File: config.mk
export PLATFORM = sky130hd
export DESIGN_NAME = mem_port_arbiter
export DESIGN_NICKNAME = d
export VERILOG_FILES = /design/src/rtl/mem_port_arbiter.sv
export SDC_FILE = /design/constraint.sdc
export NUM_CORES = 1
export LEC_CHECK = 0
export ABC_AREA = 1
export BUFFER_PORTS_ARGS = -buffer_cell sky130_fd_sc_hd__buf_2
export CAP_MARGIN = 20
export CORE_UTILIZATION = 50
export DETAILED_ROUTE_END_ITERATION = 6
export PLACE_DENSITY = 0.86
export SLEW_MARGIN = 20
export SYNTH_ARGS = -nofsm -noshare
export SYNTH_HDL_FRONTEND = slang
export SYNTH_SLANG_ARGS = --single-unit
File: constraint.sdc
create_clock -name clk -period 2.8 [get_ports clk]
set_clock_uncertainty 0.2 [all_clocks]
set_input_delay 0.56 -clock clk [delete_from_list [all_inputs] [get_ports clk]]
set_output_delay 0.56 -clock clk [all_outputs]
set_load 0.01 [all_outputs]
File: src/rtl/mem_port_arbiter.sv
// mem_port_arbiter: shares one single-ported memory between instruction fetch
// and the MEM-stage data access, and produces the pipeline stall qualifier
// data_ready_mem.
//
// Handshake: mem_valid is raised the cycle after a grant. It stays high, with
// mem_we/mem_addr/mem_wdata stable, until the edge that samples mem_ready=1.
// mem_ready is a one-cycle pulse and mem_rdata is valid in that same cycle.
// if_ack is a one-cycle pulse and if_rdata is valid while it is high.
module mem_port_arbiter #(
  parameter int ADDR_W  = 32,
  parameter int DATA_W  = 32,
  parameter int TIMEOUT = 1023
) (
  input  logic              clk,
  input  logic              rst,
  // instruction fetch side
  input  logic              if_req,
  input  logic [ADDR_W-1:0] if_addr,
  input  logic              if_flush,
  output logic              if_ack,
  output logic [DATA_W-1:0] if_rdata,
  // MEM-stage data side
  input  logic              d_rd,
  input  logic              d_wr,
  input  logic [ADDR_W-1:0] d_addr,
  input  logic [DATA_W-1:0] d_wdata,
  input  logic              alu_ready,
  output logic              data_ready_mem,
  output logic [DATA_W-1:0] d_rdata,
  // unified memory side
  output logic              mem_valid,
  output logic              mem_we,
  output logic [ADDR_W-1:0] mem_addr,
  output logic [DATA_W-1:0] mem_wdata,
  input  logic              mem_ready,
  input  logic [DATA_W-1:0] mem_rdata,
  // status / debug
  output logic              err,
  output logic [1:0]        dbg_state
);

  localparam int CNT_W = (TIMEOUT < 1) ? 1 : $clog2(TIMEOUT + 1);
  localparam logic [CNT_W-1:0] CNT_MAX = CNT_W'(TIMEOUT);

  typedef enum logic [1:0] {
    ST_IDLE    = 2'd0,
    ST_IF_BUSY = 2'd1,
    ST_D_BUSY  = 2'd2
  } state_t;

  state_t            r_state;
  logic              r_mem_valid;
  logic              r_mem_we;
  logic [ADDR_W-1:0] r_mem_addr;
  logic [DATA_W-1:0] r_mem_wdata;
  logic              r_if_ack;
  logic [DATA_W-1:0] r_if_rdata;
  logic [DATA_W-1:0] r_d_rdata;
  logic              r_d_done;
  logic              r_drop;
  logic [CNT_W-1:0]  r_cnt;
  logic              r_err;

  logic              w_d_req;
  logic              w_d_pend;
  logic              w_data_ready;
  logic              w_advance;
  logic              w_grant;
  logic              w_wait;
  logic [CNT_W-1:0]  w_cnt_inc;

  // A data access is pending until its result has been captured in d_done;
  // d_done then masks the still-asserted request until the pipeline moves on.
  assign w_d_req      = d_rd | d_wr;
  assign w_d_pend     = w_d_req & ~r_d_done;
  assign w_data_ready = rst | ~w_d_pend;
  assign w_advance    = alu_ready & w_data_ready;

  // Any accepted transaction from IDLE restarts the watchdog.
  assign w_grant   = (r_state == ST_IDLE) & (w_d_pend | if_req);
  assign w_wait    = (r_state != ST_IDLE) & ~mem_ready;
  assign w_cnt_inc = r_cnt + 1'b1;

  // Arbitration FSM: data wins over fetch, a started fetch is never aborted.
  always_ff @(posedge clk) begin
    if (rst) begin
      r_state     <= ST_IDLE;
      r_mem_valid <= 1'b0;
      r_mem_we    <= 1'b0;
      r_mem_addr  <= '0;
      r_mem_wdata <= '0;
      r_if_ack    <= 1'b0;
      r_if_rdata  <= '0;
      r_d_rdata   <= '0;
      r_d_done    <= 1'b0;
      r_drop      <= 1'b0;
    end else begin
      r_if_ack <= 1'b0;
      case (r_state)
        ST_IDLE: begin
          if (w_d_pend) begin
            // d_rd and d_wr together behave as a store
            r_mem_addr  <= d_addr;
            r_mem_wdata <= d_wdata;
            r_mem_we    <= d_wr;
            r_mem_valid <= 1'b1;
            r_state     <= ST_D_BUSY;
          end else if (if_req) begin
            r_mem_addr  <= if_addr;
            r_mem_we    <= 1'b0;
            r_mem_valid <= 1'b1;
            r_drop      <= if_flush;
            r_state     <= ST_IF_BUSY;
          end
        end
        ST_IF_BUSY: begin
          if (mem_ready) begin
            // a flush in the completion cycle also discards the result
            r_if_rdata  <= mem_rdata;
            r_if_ack    <= ~(r_drop | if_flush);
            r_drop      <= 1'b0;
            r_mem_valid <= 1'b0;
            r_state     <= ST_IDLE;
          end else if (if_flush) begin
            r_drop <= 1'b1;
          end
        end
        ST_D_BUSY: begin
          if (mem_ready) begin
            if (!r_mem_we) begin
              r_d_rdata <= mem_rdata;
            end
            r_mem_valid <= 1'b0;
            r_state     <= ST_IDLE;
          end
        end
        default: begin
          r_mem_valid <= 1'b0;
          r_state     <= ST_IDLE;
        end
      endcase

      // d_done marks "result delivered, waiting for the pipeline to advance"
      if ((r_state == ST_D_BUSY) && mem_ready) begin
        r_d_done <= 1'b1;
      end else if (w_advance) begin
        r_d_done <= 1'b0;
      end
    end
  end

  // Watchdog: counts busy cycles without mem_ready, saturates, raises sticky err.
  always_ff @(posedge clk) begin
    if (rst) begin
      r_cnt <= '0;
      r_err <= 1'b0;
    end else if (w_grant) begin
      r_cnt <= '0;
    end else if (w_wait && (r_cnt != CNT_MAX)) begin
      r_cnt <= w_cnt_inc;
      if (w_cnt_inc == CNT_MAX) begin
        r_err <= 1'b1;
      end
    end
  end

  assign data_ready_mem = w_data_ready;
  assign mem_valid      = r_mem_valid;
  assign mem_we         = r_mem_we;
  assign mem_addr       = r_mem_addr;
  assign mem_wdata      = r_mem_wdata;
  assign if_ack         = r_if_ack;
  assign if_rdata       = r_if_rdata;
  assign d_rdata        = r_d_rdata;
  assign err            = r_err;
  assign dbg_state      = r_state;

endmodule

[Yosys cells after proc, flatten, opt, wreduce, memory -nomap -nowiden]
Cells that the tools add are included.
Storage, ports and cells
  word-level logic and storage cells: 73
  input port bits: 136
  output and inout bits: 135
  register bits: 146
Operators by class
  $add $sub $neg: 1
  bitwise logic cells: 15
  equal/unequal tests: 9
  mux-type cells: 19
  reduce and logical (&&, ||, !) cells: 17
Operators with widths (number)
  $mux 32: 2
  $mux 1: 11
  $add 10x1->10 const B: 1
  $eq 10x10->1 const B: 1
  $ne 10x10->1 const B: 1
  $reduce_and 2->1: 4
  $reduce_bool 2->1: 4
  $not 1->1: 7
  $mux 2: 3
  $ne 3x3->1 const B: 2
  $reduce_and 3->1: 2
  $and 1x1->1: 4
  $ne 2x2->1 const B: 2
  $or 1x1->1: 4
  $pmux 1 s2: 2
  $pmux 2 s2: 1
  $reduce_and 4->1: 1
  $reduce_or 2->1: 2
  $reduce_or 3->1: 1
  $eq 2x1->1 const B: 1
  $eq 2x2->1 const B: 1
  $logic_and 1x1->1: 2
  $logic_not 2->1: 1
  $ne 2x1->1 const B: 1

[Depth between registers and ports, before layout]
Gate-level depths: netlist of run 1.
  depth after elaboration: 7
  depth in mapped cells: 10
  gate-level depth less buffers: 9

[Least setup slack after synthesis of run 1]
Ideal clock, no wire load.
  path kind: input port to output port
  start point: in rst
  end point: out data_ready_mem
  data arrival time: 1.303 ns
  cell stages on the path: 5
  buffers on the path: 3
  slack: 0.737 ns
  data required time: 2.040 ns
  path through: buf_2 -> inv_1 -> buf_2 -> buf_1 -> nand2_1
Between the ends
  word-level cells in the longest chain between the ends: 1
RTL lines
  from (decl): line 15  | input logic rst,
  $or 1x1->1: line 76  | assign w_data_ready = rst | ~w_d_pend;
  to (decl): line 28  | output logic data_ready_mem,
Every way passes these cells.

[Worst setup path after layout of run 1]
  start point: reg r_state[0] (netlist: dbg_state[0])
  end point: reg r_mem_addr[7] (netlist: mem_addr[7])
Between the ends
  word-level cells in the longest chain between the ends: 2
RTL lines
  from (decl): line 51  | state_t r_state;
  from (signal assigned): line 87  | r_state <= ST_IDLE;
  from (signal assigned): line 107  | r_state <= ST_D_BUSY;
  from (signal assigned): line 113  | r_state <= ST_IF_BUSY;
  $logic_not 2->1: line 99  | case (r_state)
  $reduce_and 2->1 (no source line)
  to (signal assigned): line 103  | r_mem_addr <= d_addr;
  to (signal assigned): line 109  | r_mem_addr <= if_addr;
  to (decl): line 54  | logic [ADDR_W-1:0] r_mem_addr;
Every way passes these cells.
A chain may end at the register's enable or synchronous reset.

==> flow_summary.toml, run 1 <==
[clock_network]
cts_buffers = 17
path_clk_slew_ns = 0.06
cts-htree-levels = 4
cts-resized-gates = 0
cts_tree = "built"
cts_setup_buffers = 0
clock_path_buffers = 2
cts-root-buf = "clkbuf_8"
clock_sinks = 146
clock_latency_ns = 0.51
cts_hold_buffers = 0

[synth]
synthFlopType = "dfxtp_1"
ys_types = 35
yosys_warnings = 0
avgSynthCellArea_um2 = 7.59
synth_edf_count = 0
ys_async_sr_fraction_pct = 0
synth.yosys.seq_area_share_pct = 52.4
syn_area_um2 = 5580
synth_nets = 876
ys_seq_elements = 146
netlist_instances = 735

[floorplanning]
initial_core_util_pct = 51.5
die_x_um = 108
row_count = 38
core_area_um2 = 10800
pin_count = 271
dieHeight_um = 108
dieArea_um2 = 11600

[placement]
dp_hpwl_mm = 10.6
gp_congestion = 0.877
io_buffers = 270

[layout]
drive_gt1_share_pct = 31.9
final_common_cell = "buf_2"
layout_common_cells = "buf_2, nor2_1, dfxtp_1"
synthToLayoutAreaGrowth_pct = 36.1
nets = 1128
antennaDiodeCount = 0

[critical_path]
worst_r2r_endpoint = "mem_addr[7]"
cp-end-kind = "flop"
critPathLaunch = "dbg_state[0]"
worstPathMaxFanout = 35
setup.worst_path.end = "mem_addr[7]"
cp.arrival_ns = 2.73
path_class = "flop to flop"
cp_data_required_time_ns = 3.03
reg2reg_depth = 9
reg2reg_slack_ns = 0.30
r2r_start = "dbg_state[0]"
worstSetupStartpointType = "flop"

[min_path]
min_from = "d_wdata[2]"
hold_class = "primary input to flop"

[power]
power.density_nw_per_um2 = 835
ir_drop_uv = 521
leakage_nw = 3.76

[grt]
antenna_found_initial = 0
grt_max_degree = 67
overflow = 0
first_global_vias = 5166
grt_usage_pct = 26.7
grt_pass1_wl_mm = 24.2

[sta]
tightest_slew_ns = 1.02
whs_ns = 0.0647
fin_crit_ns = 2.50
fin_crit_sh_pct = 89.3
drv_slew = 0
fin_tns_setup_ns = 0
maxSlewHeadroom_pct = 32.0
rsz0062_at_grt = "no"
finalSetupViolCount = 0
fmax_ghz = 0.400
hold_viol = 0

[route]
dr.pass1.iters = 5
avgViaCountPerCell = 5.10
drt_first_iter_violations = 378
routed_wl_mm = 15.4
drc = 0
wire_per_inst_um = 13.5
vias = 5803
postRouteAntennaNets = 0

[run]
cap_violations = 0

[run_status]
status = "complete, no violations"
[layout make-up]
| class | count | area, um2 |
|---|---|---|
| Fill cell | 907 | 3240 |
| Clock buffer | 25 | 484 |
| Inverter | 20 | 78.8 |
| Multi-Input combinational cell | 523 | 2390 |
| Timing Repair Buffer | 279 | 1440 |
| Clock inverter | 5 | 100 |
| Sequential cell | 146 | 2920 |
| Tap cell | 140 | 175 |
[metal layers]
layer / global-route usage, % / up-vias / routed length (um)
li1: - / 2914 / -
met1: 32.7 / 2615 / 6420
met2: 44.7 / 245 / 7510
met3: 5.75 / 29 / 1060
met4: 12.0 / 0 / 376
met5: 0 / - / 0
[critical path, cell delays in order, from the launching register on]
cell and delay [ns]:
dfxtp_1 0.32, inv_1 0.10, ha_1 0.21, inv_1 0.12, nor2_8 0.39, inv_4 0.05
nand2_2 0.45, buf_12 0.25, o21ai_0 0.11, a31oi_1 0.19
[worst min-delay path by stage]
stage / to / slack, ns / cells past startpoint
3_3_place_gp: if_ack / 0.22 / 1
5_1_grt: mem_wdata[19] / 0.05 / 3
3_5_place_dp: if_ack / 0.22 / 1
2_1_floorplan: if_ack / 0.20 / 1
4_1_cts: mem_wdata[8] / 0.04 / 3
6_report: mem_wdata[2] / 0.06 / 3
[flip-flops by register name, summed over array words and instances, names as in the netlist]
| signal | flops |
|---|---|
| if_ack | 1 |
| mem_wdata | 32 |
| r_cnt | 10 |
| mem_valid | 1 |
| err | 1 |
| if_rdata | 32 |
| d_rdata | 32 |
| dbg_state | 2 |
| r_d_done | 1 |
| r_drop | 1 |
| mem_addr | 32 |
| mem_we | 1 |
[per-stage QoR]
| stage | util (%) | cells | power (mW) | setup slack, ns | cell area (um2) |
|---|---|---|---|---|---|
| 2_1_floorplan | - | 735 | 3.51 | 0.737 | 5580 |
| 3_3_place_gp | 64.7 | 1108 | 4.10 | 0.424 | 7010 |
| 3_5_place_dp | 64.7 | 1108 | 4.13 | 0.362 | 7010 |
| 4_1_cts | 70.1 | 1138 | 6.38 | 0.311 | 7600 |
| 5_1_grt | 70.1 | 1138 | 6.69 | 0.0657 | 7600 |
| 6_report | 70.1 | 1138 | 6.35 | 0.300 | 7600 |
[power by group]
| part | switching (mW) | internal (mW) |
|---|---|---|
| logic | 0.956 | 0.568 |
| clock network | 0.793 | 1.44 |
| registers | 0.162 | 2.42 |
[kinds of logic after synthesis]
group | count (synthesis) | share of synthesized area [%]
simple gates | 332 | 23.6
compound gates | 184 | 17.7
flops | 146 | 52.4
buf+inv | 66 | 4.84
fa+ha+maj | 5 | 1.12
xor+xnor | 2 | 0.314
[synthesized netlist by cell type (2+ instances only)]
cell      count  area, um2
nand2_1     108        405
nand3b_1      2       15.0
and3_1        2       12.5
ha_1          5       62.6
nand3_1       8       40.0
a21oi_1      15       75.1
a31oi_1      32        200
buf_2         6       30.0
nor2_1      201        754
o21ai_0     121        606
xor2_1        2       17.5
dfxtp_1     146       2920
o21ai_1      10       50.1
clkbuf_1     37        139
inv_1        17       63.8
nand2_2       2       12.5
nand4_1       3       18.8
(Power assumes the default switching activity.)
==> run 2, diff against run 1 <==
--- a/config.mk
+++ b/config.mk
@@ -5,12 +5,11 @@
 export SDC_FILE = /design/constraint.sdc
 export NUM_CORES = 1
 export LEC_CHECK = 0
-export ABC_AREA = 1
 export BUFFER_PORTS_ARGS = -buffer_cell sky130_fd_sc_hd__buf_2
 export CAP_MARGIN = 20
 export CORE_UTILIZATION = 50
 export DETAILED_ROUTE_END_ITERATION = 6
-export PLACE_DENSITY = 0.86
+export PLACE_DENSITY = 0.85
 export SLEW_MARGIN = 20
 export SYNTH_ARGS = -nofsm -noshare
 export SYNTH_HDL_FRONTEND = slang
==> run 2 against run 1 <==
Effect of this change:
- core utilization fell by 0.41 points
- power decreased by 9.0%
- sequential power fell by 8%
- largest power group unchanged
- final area increased by 1.6%
- largest cell class unchanged
- combinational power is 27% lower
- die area increased by 3.7%
- hold slack better by 0.093 ns
- area after synthesis grew 3.8%
- critical endpoint is now data_ready_mem
- highest routed layer is now met5
- synthesized cell count shrank 1.1%
- critical path depth is 5 lower
==> flow_summary.toml, run 2 <==
[placement]
io_buffers = 270
gp_congestion = 0.847
dp_hpwl_mm = 11.0

[synth]
synthFlopType = "dfxtp_1"
synthTopCellsByArea = "dfxtp_1, nand2_1, a21oi_1, a311oi_1, nor2_1"
synth_nets = 868
synth.yosys.seq_area_share_pct = 50.5
synth.most_common_cell = "nand2_1"
synthTopCellsByCount = "nand2_1, dfxtp_1, a21oi_1, nor2_1, a311oi_1"
netlist_instances = 727
ys_types = 48
yosysTopAreaCellShare_pct = 50.5
avgSynthCellArea_um2 = 7.97
ys_async_sr_fraction_pct = 0
ys_seq_elements = 146
yosys_warnings = 0
synth_edf_count = 0
yosysTopAreaCell = "dfxtp_1"
syn_area_um2 = 5790

[sta]
fin_crit_ns = 2.34
finalSetupViolCount = 0
tightest_slew_ns = 0.715
hold_viol = 0
fin_tns_setup_ns = 0
drv_slew = 0
fin_crit_sh_pct = 83.6
fmax_ghz = 0.427
maxSlewHeadroom_pct = 52.3
whs_ns = 0.157
rsz0062_at_grt = "no"

[clock_network]
cts-resized-gates = 0
cts_buffers = 17
cts-htree-levels = 4
cts-root-buf = "clkbuf_16"
cts_tree = "built"
cts_hold_buffers = 0
clock_path_buffers = 2
cts_setup_buffers = 0
path_clk_slew_ns = 0.06
clock_latency_ns = 0.41
clock_sinks = 146

[min_path]
min_from = "if_flush"
hold_depth = 2
hold_end = "if_ack"
hold_class = "primary input to flop"

[floorplanning]
dieArea_um2 = 12000
die_x_um = 110
dieHeight_um = 110
row_count = 38
core_area_um2 = 11100
pin_count = 271
initial_core_util_pct = 52.3

[grt]
overflow = 0
antenna_found_initial = 1
first_global_vias = 5221
grt_usage_pct = 26.4
grt_max_degree = 70
grt_pass1_wl_mm = 24.5

[critical_path]
path_class = "flop to primary output"
worstPathMaxFanout = 36
cp_data_required_time_ns = 2.04
worst_r2r_endpoint = "mem_addr[15]"
cp.arrival_ns = 1.58
worstSetupStartpointType = "flop"
reg2reg_depth = 6
cp-end-kind = "primary output"
r2r_start = "dbg_state[1]"
reg2reg_slack_ns = 0.71

[route]
wire_per_inst_um = 14.2
drc = 0
vias = 5836
drt_first_iter_violations = 450
routed_wl_mm = 15.9
postRouteAntennaNets = 0
dr.pass1.iters = 5
avgViaCountPerCell = 5.21

[layout]
layout_common_cells = "buf_2, nand2_1, dfxtp_1"
antennaDiodeCount = 0
drive_gt1_share_pct = 32.7
synthToLayoutAreaGrowth_pct = 33.2
final_common_cell = "buf_2"
nets = 1109

[power]
leakage_nw = 3.58
ir_drop_uv = 621
power.density_nw_per_um2 = 748
total_power_mw = 5.77

[run_status]
status = "complete, no violations"

[run]
cap_violations = 0
-- run 2: how the worst max path moves through the flow --
stage | from | to
2_1_floorplan | d_wr | data_ready_mem
3_3_place_gp | d_wr | mem_wdata[0]
3_5_place_dp | dbg_state[1] | mem_wdata[31]
4_1_cts | dbg_state[1] | mem_wdata[8]
5_1_grt | r_d_done | data_ready_mem
6_report | r_d_done | data_ready_mem
-- run 2: critical path, cell delays in order, from the launching register on --
cell and delay (ns):
dfxtp_1 0.33, o21ba_2 0.24, buf_4 0.34, nand2_1 0.10
buf_2 0.15
-- run 2: per-stage QoR --
step                      worst slack [ns]  utilization [%]  instance area (um2)  cells
after detailed placement             0.415             64.2                 7110   1089
after global routing                 0.356             69.7                 7720   1121
after global placement               0.537             64.2                 7110   1089
final                                0.460             69.7                 7720   1121
after floorplan                      0.876                -                 5790    727
after CTS                            0.407             69.7                 7720   1121
-- run 2: cell families after synthesis --
family	synth area share [%]
compound gates	17.7
xor+xnor	0.454
fa+ha+maj	1.08
buf+inv	5.72
flops	50.5
mux	0.864
simple gates	23.7
-- run 2: cell type report --
| type | instances | area, um2 |
|---|---|---|
| flip-flops and latches | 146 | 2920 |
| repair buffers | 279 | 1430 |
| multi-input cells | 515 | 2550 |
| inverters | 9 | 33.8 |
| fillers | 900 | 3360 |
| clock inverters | 7 | 96.3 |
| well taps | 140 | 175 |
| clock buffers | 25 | 505 |
-- run 2: layer usage --
metal	share of wire, %	global-route usage (%)	vias up
met4	1.8	11.0	2
li1	-	-	2914
met2	50	44.3	233
met1	40	30.3	2659
met3	8.1	9.43	28
met5	0.082	0	-
-- run 2: power by group --
group	internal, mW	switching, mW	total (mW)
sequential	2.29	0.105	2.39
combinational	0.435	0.678	1.11
clock	1.43	0.832	2.26
==> run 3, diff against run 2 <==
--- a/config.mk
+++ b/config.mk
@@ -7,9 +7,9 @@
 export LEC_CHECK = 0
 export BUFFER_PORTS_ARGS = -buffer_cell sky130_fd_sc_hd__buf_2
 export CAP_MARGIN = 20
-export CORE_UTILIZATION = 50
+export CORE_UTILIZATION = 47
 export DETAILED_ROUTE_END_ITERATION = 6
-export PLACE_DENSITY = 0.85
+export PLACE_DENSITY = 0.81
 export SLEW_MARGIN = 20
 export SYNTH_ARGS = -nofsm -noshare
 export SYNTH_HDL_FRONTEND = slang
==> constraint.sdc (replaced) <==
create_clock -name clk -period 2.3 [get_ports clk]
set_clock_uncertainty 0.2 [all_clocks]
set_input_delay 0.46 -clock clk [delete_from_list [all_inputs] [get_ports clk]]
set_output_delay 0.46 -clock clk [all_outputs]
set_load 0.01 [all_outputs]
==> run 3 against run 2 <==
Effect of this change:
- sequential cell count unchanged
- die area up 6.3%
- critical path depth up 2
- setup slack worse by 0.20 ns
- largest power group unchanged
- critical endpoint is now mem_addr[2]
==> flow_summary.toml, run 3 (synthesized netlist as in run 2, its figures left out) <==
[floorplanning]
dieArea_um2 = 12800
core_area_um2 = 12000
dieHeight_um = 113
row_count = 40
die_x_um = 113
pin_count = 271
initial_core_util_pct = 48.2

[grt]
grt_usage_pct = 24.7
grt_max_degree = 74
first_global_vias = 5223
overflow = 0
antenna_found_initial = 1
grt_pass1_wl_mm = 25.1

[route]
vias = 5800
routed_wl_mm = 16.2
dr.pass1.iters = 5
wire_per_inst_um = 14.3
drt_first_iter_violations = 368
postRouteAntennaNets = 0
drc = 0
avgViaCountPerCell = 5.11

[clock_network]
cts-root-buf = "clkbuf_16"
clock_sinks = 146
clock_latency_ns = 0.41
clock_path_buffers = 2
cts-htree-levels = 4
cts_buffers = 17
cts_hold_buffers = 0
path_clk_slew_ns = 0.06
cts_tree = "built"

[sta]
drv_slew = 0
tightest_slew_ns = 0.758
fin_crit_ns = 2.04
fin_tns_setup_ns = 0
fmax_ghz = 0.490
rsz0062_at_grt = "no"
finalSetupViolCount = 0
maxSlewHeadroom_pct = 49.5
hold_viol = 0
fin_crit_sh_pct = 88.7

[critical_path]
cp_data_required_time_ns = 2.42
critPathSlowestCell = "ha_1"
critical-path-top-delay-family = "compound AO/OA/AOI/OAI gates"
crit_buf_inv = 2
cp.arrival_ns = 2.16
path_class = "flop to flop"
critical-path-max-stage-delay_ns = 0.38
worstSetupStartpointType = "flop"
worstPathMaxFanout = 15
worstPathCellList = "inv_1 -> ha_1 -> a21boi_4 -> buf_4 -> nor2_1 -> a311oi_1"
cp-end-kind = "flop"

[layout]
register_area_um2 = 2920
fill_cells = 1068
layout_common_cells = "buf_2, nand2_1, dfxtp_1"
final_common_cell = "buf_2"
nets = 1115
multi_input_area_um2 = 2550
final_cells = 1134
synthToLayoutAreaGrowth_pct = 34.5
drive_gt1_share_pct = 33.3
antennaDiodeCount = 0

[run_status]
status = "complete, no violations"

[power]
switching_power_mw = 2.10
netSwitchingFraction_pct = 29.6
combPwrFrac_pct = 20.1
pwr-share-clk_pct = 38.8
power.density_nw_per_um2 = 910
leakage_nw = 3.61
p_int_mw = 4.99
ir_drop_uv = 581
pwr-share-seq_pct = 41.1

[placement]
io_buffers = 270
dp_hpwl_mm = 11.1
gp_congestion = 0.842
dp.cells = 1098

[run]
cap_violations = 0

[min_path]
hold_class = "primary input to flop"
[run 3: cell count changes in the layout (fill, tap and decap cells not counted), sizes merged]
| cell | change |
|---|---|
| buf | +6 |
| inv | +4 |
| clkbuf | -8 |
| clkinv | +4 |
[run 3: area by class of cell]
| cell class | instances | area share [%] |
|---|---|---|
| inverter | 9 | 0.434 |
| sequential | 146 | 37.5 |
| clock buffer | 17 | 5.46 |
| multi-input combinational | 515 | 32.7 |
| tap | 147 | 2.36 |
| timing repair buffer | 285 | 19.3 |
| clock inverter | 15 | 2.22 |
[run 3: path summary, 6_finish.rpt]
| path | from | to | slack, ns | cells past startpoint |
|---|---|---|---|---|
| setup reg to reg | dbg_state[1] | mem_addr[2] | 0.26 | 6 |
| hold / removal | if_flush | if_ack | 0.05 | 2 |
| hold reg to reg | r_drop | if_ack | 0.23 | 1 |
| setup / recovery | dbg_state[1] | mem_addr[2] | 0.26 | 6 |
[run 3: power groups by stage]
stage | clock network [mW] | registers, mW | logic [mW]
final | 2.75 | 2.91 | 1.43
after global routing | 2.89 | 2.94 | 1.58
after CTS | 2.79 | 2.91 | 1.41
after detailed placement | 0 | 2.97 | 1.40
after global placement | 0 | 2.96 | 1.38
after floorplan | 0 | 3.08 | 0.720
[run 3: stage by stage]
step	utilization (%)	setup slack [ns]	total power [mW]	hold slack [ns]	area (um2)
after floorplan	-	0.378	3.80	0.198	5790
after global placement	59.6	0.298	4.34	0.212	7160
after detailed placement	59.6	0.203	4.37	0.229	7160
after CTS	64.6	0.188	7.12	0.0320	7760
after global routing	64.9	0.0686	7.41	0.0414	7790
final	64.9	0.259	7.09	0.0481	7790
[run 3: what timing repair did]
action / 4_1_cts / 5_1_grt
resized for setup: 0 / 0
endpoints found under the setup margin: 0 / 3
buffers inserted: 0 / 4
[run 3: routing by layer]
layer | global-route usage, % | vias to the layer above | part of all wire, %
met3 | 7.23 | 35 | 6.8
met4 | 10.5 | 2 | 2.3
met1 | 28.6 | 2629 | 40
met2 | 42.5 | 217 | 51
met5 | 0 | - | 0.049
li1 | - | 2917 | -
